`config.mk`:
```
export PLATFORM = sky130hd
export DESIGN_NAME = regdec_scoreboard
export DESIGN_NICKNAME = d
export VERILOG_FILES = /design/src/rtl/regdec_pkg.sv /design/src/rtl/regdec_scoreboard_decoder_onehot.sv /design/src/rtl/regdec_scoreboard.sv
export SDC_FILE = /design/constraint.sdc
export NUM_CORES = 1
export LEC_CHECK = 0
export BUFFER_PORTS_ARGS = -buffer_cell sky130_fd_sc_hd__buf_2
export CAP_MARGIN = 10
export CORE_MARGIN = 2
export CORE_UTILIZATION = 51
export CTS_CLUSTER_DIAMETER = 40
export DETAILED_ROUTE_END_ITERATION = 10
export GPL_TIMING_DRIVEN = 0
export PLACE_DENSITY = 0.86
export SLEW_MARGIN = 25
export SYNTH_ARGS = -nofsm -noshare
export SYNTH_HDL_FRONTEND = slang
export SYNTH_SLANG_ARGS = --single-unit
```
`constraint.sdc`:
```
create_clock -name clk -period 7.5 [get_ports clk]
set_input_delay 0.375 -clock clk [delete_from_list [all_inputs] [get_ports clk]]
set_output_delay 0.375 -clock clk [all_outputs]
set_load 0.03 [all_outputs]
```
`src/rtl/regdec_pkg.sv`:
```
// Shared constants for the register-file write decoder and busy scoreboard.
package regdec_pkg;

  localparam int ADDR_W_DEF = 5;
  localparam int ZERO_REG   = 0;

  function automatic int nreg_of(input int addr_w);
    return 1 << addr_w;
  endfunction

endpackage

```
`src/rtl/regdec_scoreboard_decoder_onehot.sv`:
```
// Combinational N-to-2^N one-hot decoder with enable; all zeros when disabled.
module decoder_onehot #(
  parameter int N = 5
) (
  input  logic              en,
  input  logic [N-1:0]      sel,
  output logic [2**N-1:0]   onehot
);

  always_comb begin
    onehot = '0;
    if (en) onehot[sel] = 1'b1;
  end

endmodule

```
`src/rtl/regdec_scoreboard.sv`:
```
// Writeback one-hot enable decoder plus busy-register scoreboard for RAW/WAW stalls.
// Optional build macro REGDEC_X0_HARDWIRED_EN: register 0 is never busy and its writebacks are dropped.
module regdec_scoreboard
  import regdec_pkg::*;
#(
  parameter int ADDR_W = ADDR_W_DEF
) (
  input  logic                    clk,
  input  logic                    rst,
  input  logic                    wr_en,
  input  logic [ADDR_W-1:0]       wr_sel,
  output logic [2**ADDR_W-1:0]    wr_onehot,
  output logic                    wr_valid,
  input  logic                    iss_en,
  input  logic [ADDR_W-1:0]       iss_sel,
  output logic                    iss_ready,
  input  logic [ADDR_W-1:0]       rs1_sel,
  input  logic [ADDR_W-1:0]       rs2_sel,
  output logic                    rs1_busy,
  output logic                    rs2_busy,
  input  logic                    flush,
  output logic [2**ADDR_W-1:0]    busy,
  output logic [ADDR_W:0]         busy_cnt,
  output logic                    wr_err
);

  localparam int NREG = nreg_of(ADDR_W);
  localparam int CW   = ADDR_W + 1;
  localparam logic [ADDR_W-1:0] XZ = ADDR_W'(ZERO_REG);

`ifdef REGDEC_X0_HARDWIRED_EN
  localparam bit X0_HW = 1'b1;
`else
  localparam bit X0_HW = 1'b0;
`endif

  logic            wr_eff;
  logic            iss_acc;
  logic            iss_x0;
  logic            inc;
  logic            dec;
  logic [NREG-1:0] wr_mask;
  logic [NREG-1:0] set_mask;
  logic [NREG-1:0] busy_nxt;

  // Writeback to a hardwired x0 is dropped entirely: no enable, no clear, no error.
  assign wr_eff = wr_en && !(X0_HW && (wr_sel == XZ));
  assign iss_x0 = X0_HW && (iss_sel == XZ);

  // Same-cycle writeback to the issuing destination frees it in time for the new producer.
  assign iss_ready = flush || iss_x0 || !busy[iss_sel] || (wr_en && (wr_sel == iss_sel));
  assign iss_acc   = iss_en && iss_ready && !flush && !iss_x0;

  assign rs1_busy = busy[rs1_sel] && !(wr_en && (wr_sel == rs1_sel))
                    && !(X0_HW && (rs1_sel == XZ));
  assign rs2_busy = busy[rs2_sel] && !(wr_en && (wr_sel == rs2_sel))
                    && !(X0_HW && (rs2_sel == XZ));

  decoder_onehot #(.N(ADDR_W)) u_dec_wr (
    .en     (wr_eff),
    .sel    (wr_sel),
    .onehot (wr_mask)
  );

  decoder_onehot #(.N(ADDR_W)) u_dec_iss (
    .en     (iss_acc),
    .sel    (iss_sel),
    .onehot (set_mask)
  );

  // Set has priority over clear, so OR the set mask in after masking the clear.
  assign busy_nxt = (busy & ~wr_mask) | set_mask;

  // Count only real transitions: a clear of an idle register or a set+clear pair is net zero.
  assign inc = iss_acc && !busy[iss_sel];
  assign dec = wr_eff && busy[wr_sel] && !(iss_acc && (iss_sel == wr_sel));

  always_ff @(posedge clk) begin
    if (rst) begin
      wr_onehot <= '0;
      wr_valid  <= 1'b0;
      busy      <= '0;
      busy_cnt  <= '0;
      wr_err    <= 1'b0;
    end else begin
      wr_onehot <= wr_mask;
      wr_valid  <= wr_eff;
      if (flush) begin
        busy     <= '0;
        busy_cnt <= '0;
      end else begin
        busy     <= busy_nxt;
        busy_cnt <= busy_cnt + CW'(inc) - CW'(dec);
      end
      if (wr_eff && !busy[wr_sel] && !flush) wr_err <= 1'b1;
    end
  end

endmodule

```
; Yosys cells after proc, flatten, opt, wreduce, memory -nomap -nowiden
; Cells that the tools add are included.
[totals]
register_bits = 72
in_bits = 25
out_inout_bits = 75
wordCells = 58
[classes]
n_addsub = 2
order_cmp = 6
eq_ne = 4
n_mux = 14
n_bitwise = 3
n_reduce_logical = 24
[op_table]
columns = cell, n
row1 = $mux 32, 2
row2 = $and 32x32->32, 1
row3 = $not 32->32, 1
row4 = $or 32x32->32, 1
row5 = $lt 5x6->1 const B, 4
row6 = $bmux 1 s5, 4
row7 = $eq 5x5->1, 4
row8 = $logic_and 1x1->1, 15
row9 = $demux 1 s5, 2
row10 = $ge 5x1->1 const B, 2
row11 = $add 6x1->6, 1
row12 = $logic_not 1->1, 6
row13 = $mux 1, 6
row14 = $sub 6x1->6, 1
row15 = $logic_or 1x1->1, 2
row16 = $reduce_or 2->1, 1

; Depth between registers and ports, before layout
[depth]
ltp_word = 11
mapped_depth = 16
ltp_nobuf = 14

; Cells and area by module
; A second synthesis with hierarchy kept.
[hier_totals]
cells_unflattened = 497
area_unflattened_um2 = 4093.9
[by_module_without_submodules]
columns = module, n_inst, cells_per_inst, area_each_um2, seq_area_each_um2
row1 = regdec_scoreboard, 1, 403, 3633.5, 1441.4
row2 = decoder_onehot, 2, 47, 230.2, 0.0

; Least setup slack after synthesis
; No wires, ideal clock.
[synth_path]
path_type = input -> register
from = in wr_sel[0]
to = reg busy_cnt[4]
setup_time_ps = 132
arrival_time_ps = 3116
required_time_ps = 7368
setup_slack_ps = 4252
cell_stages = 15
path_buffers = 2
path_cell_list = buf_2 > buf_2 > mux4_2 > a22oi_1 > nand4_1 > o311a_1 > ha_1 > inv_1 > ha_1 > fa_1 > a21oi_1 > nor2_1 > nor2_1 > xor2_1 > nor3_1
[synth_via]
elab_chain_cells = 9
word_cells_on_any_way = 15
cone_classes = add/sub: 2 / eq/ne: 2 / mux: 2 / reduce/logical: 9
[synth_lines]
columns = element, line_no
row1 = from (decl), regdec_scoreboard.sv:11  ; input logic [ADDR_W-1:0] wr_sel,
row2 = branches (longest 8 deep; another with $add 6x1->6), -
row3 = $sub 6x1->6 (*), regdec_scoreboard.sv:93  ; busy_cnt <= busy_cnt + CW'(inc) - CW'(dec);
row4 = to (signal assigned), regdec_scoreboard.sv:93
row5 = to (decl), regdec_scoreboard.sv:23  ; output logic [ADDR_W:0] busy_cnt,
; Mark *: on every way between the ends. The select of a mux whose other input is x is not followed.
; A chain may end at the register's enable or synchronous reset.

; Final worst setup path
; Ends and elaborated chain as after synthesis.

==> flow_summary.json <==
{
  "clock.fmax_mhz": 299,
  "fin_ws_ps": 4160,
  "die_w_um": 96.3,
  "critPathMaxFanout": 10,
  "yosysSeqAreaShare": 0.332,
  "antenna_found_initial": 0,
  "antenna_left": 0,
  "post-place-ws_ps": 3850,
  "clockBufferDepth": 2,
  "synth-seq-cells": 72,
  "hold_viol_final": 0,
  "wirelength_um": 13900,
  "n_antenna_cell": 0,
  "core.rowCount": 33,
  "synth_top_cell_by_area": "dfxtp_1",
  "cts_buffers": 9,
  "die-area_sq_um": 9280,
  "synth_area_leaders": "dfxtp_1 33%, mux4_2 15%, nor2_1 6.5%, a32oi_1 6.4%, o31ai_1 5.5%",
  "ys_warn_count": 0,
  "postSynthAreaPerCell_sq_um": 9.37,
  "cts_sinks": 72,
  "cp.required_ps": 7720,
  "yosysTopAreaCellShare": 0.332,
  "reg2reg_from": "busy[26]$_SDFF_PP0_",
  "io_buffers": 88,
  "crit_arrival_ps": 3560,
  "min_period_ps": 3340,
  "htree_levels": 3,
  "via_count": 4438,
  "cts_tree": "yes",
  "peakVddDrop_mv": 0.0899,
  "syn_inst": 464,
  "overflow": 0,
  "rsz0062_at_grt": "false",
  "post_cts_buffers": 0,
  "die_h_um": 96.3,
  "post-route-period-util": 0.446,
  "via_per_inst": 6.59,
  "p_leak_nw": 2.05,
  "worstSetupPathType": "in2reg",
  "final_nets": 595,
  "grt_max_degree": 13,
  "fillers": 717,
  "worstHoldStart": "wr_en",
  "postLayoutCoreUtil": 0.625,
  "hold_class": "in2reg",
  "cp-start-kind": "input port",
  "endpoint_kind": "register",
  "gp_congestion": 1.01,
  "regArea_sq_um": 1440,
  "coreArea_sq_um": 8260,
  "drc": 0,
  "ys.flop_type": "dfxtp_1",
  "cts_resized": 0,
  "io_pins": 100,
  "grt_pass1_vias": 4229,
  "cts-root-buf": "clkbuf_8",
  "synth_edf_count": 0,
  "synth.distinct_cells": 51,
  "track_usage": 0.309,
  "power_density_nw_per_um2": 171,
  "yosysMostFrequentCell": "nor2_1",
  "clkLatencyLatePin_ps": 360,
  "dp_hpwl_um": 9990,
  "drv_slew": 0,
  "outcome": "completed",
  "first_pass_iters": 7,
  "wl_per_cell_um": 20.7,
  "grt_pass1_wl_um": 21700,
  "clock_skew_ps": 12.2,
  "multiInputGateArea_sq_um": 2650,
  "netlist_area_sq_um": 4350,
  "postCtsHoldBufs": 0,
  "synthTopCellsByCount": "75 x nor2_1, 72 x dfxtp_1, 47 x nand2_1",
  "drv_cap": 0,
  "tightest_slew_ps": 905,
  "initial_core_util": 0.526,
  "ys_async_sr_fraction": 0,
  "total_power_mw": 0.881,
  "area_growth_pct": 18.8,
  "max_slew_margin": 0.395,
  "synth_fp_nets": 496,
  "finalSetupViolations": 0,
  "drtIter0Drc": 387,
  "cts.reportedPaths.clkPinSlew_ps": 70,
  "setup.worst_path.start": "wr_sel[0]",
  "tns_ps": 0,
  "drive_gt1_frac": 0.289
}
==> through the flow <==
stage / hold WS, ps / std cells / instance area (sq um)
after floorplan: 566 / 464 / 4350
after global placement: 461 / 657 / 4920
after detailed placement: 499 / 657 / 4920
after CTS: 458 / 673 / 5160
after global routing: 485 / 673 / 5160
final: 459 / 673 / 5160
==> final timing paths <==
path	to	slack [ps]	cells past startpoint
max reg2reg	busy_cnt[4]$_SDFF_PP0_	4240	14
min reg2reg	wr_err$_SDFFE_PP0P_	520	2
max	busy_cnt[4]$_SDFF_PP0_	4160	15
min	wr_valid$_SDFF_PP0_	460	3
==> per-layer routing <==
metal	part of all wire	vias to the layer above	routed length [um]	GRT usage
met1	0.36	2062	5070	0.394
met3	0.15	70	2020	0.0822
met4	0.033	0	457	0.131
met2	0.46	386	6370	0.497
li1	-	1920	-	-
met5	0	-	0	0
==> flip-flops by register name, indices dropped and copies added, names as in the netlist <==
name,flops
busy,32
wr_err,1
wr_valid,1
wr_onehot,32
busy_cnt,6
==> power by group <==
group / internal (mW) / leakage, nW / switching (mW)
sequential: 0.385 / 0.581 / 0.00280
combinational: 0.0383 / 1.35 / 0.0772
clock: 0.230 / 0.124 / 0.147
==> cell usage in the layout, fill, tap and decap left out, types with 6 or more instances in the layout <==
master | netlist | routed
ha_1 | 6 | 6
mux4_2 | 28 | 28
nand3_1 | 6 | 6
clkbuf_1 | 24 | 25
clkbuf_8 | 0 | 10
mux2i_1 | 19 | 19
xor2_1 | 10 | 10
a32oi_1 | 32 | 32
inv_1 | 9 | 9
buf_2 | 10 | 98
o31ai_1 | 32 | 32
dfxtp_1 | 72 | 72
xnor2_1 | 9 | 9
nand2_1 | 47 | 47
nor2_1 | 75 | 75
==> kinds of logic after synthesis <==
family                   count (synthesis)  share of synthesized area
AND/OR/NAND/NOR                        179                      0.198
AO/OA/AOI/OAI                           87                      0.162
flip-flops                              72                      0.332
buffers and inverters                   53                     0.0590
multiplexers                            47                      0.189
XOR/XNOR                                19                     0.0383
adder cells (fa/ha/maj)                  7                     0.0219
==> layout make-up <==
class / count / area share
Multi-Input combinational cell: 339 / 0.513
Sequential cell: 72 / 0.279
Timing Repair Buffer: 88 / 0.0853
Buffer: 44 / 0.0431
Clock buffer: 11 / 0.0274
Tap cell: 105 / 0.0254
Clock inverter: 5 / 0.0201
Inverter: 9 / 0.00654
==> critical path: stages <==
cell and delay [ps]:
buf_2 220, buf_2 320, mux4_2 540, a22oi_1 230, nand4_1 220, o311a_1 190
ha_1 270, inv_1 40, ha_1 200, fa_1 420, a21oi_1 150, nor2_1 50
nor2_1 110, xor2_1 170, nor3_1 60
No activity file was read; power rests on OpenSTA's default activity.
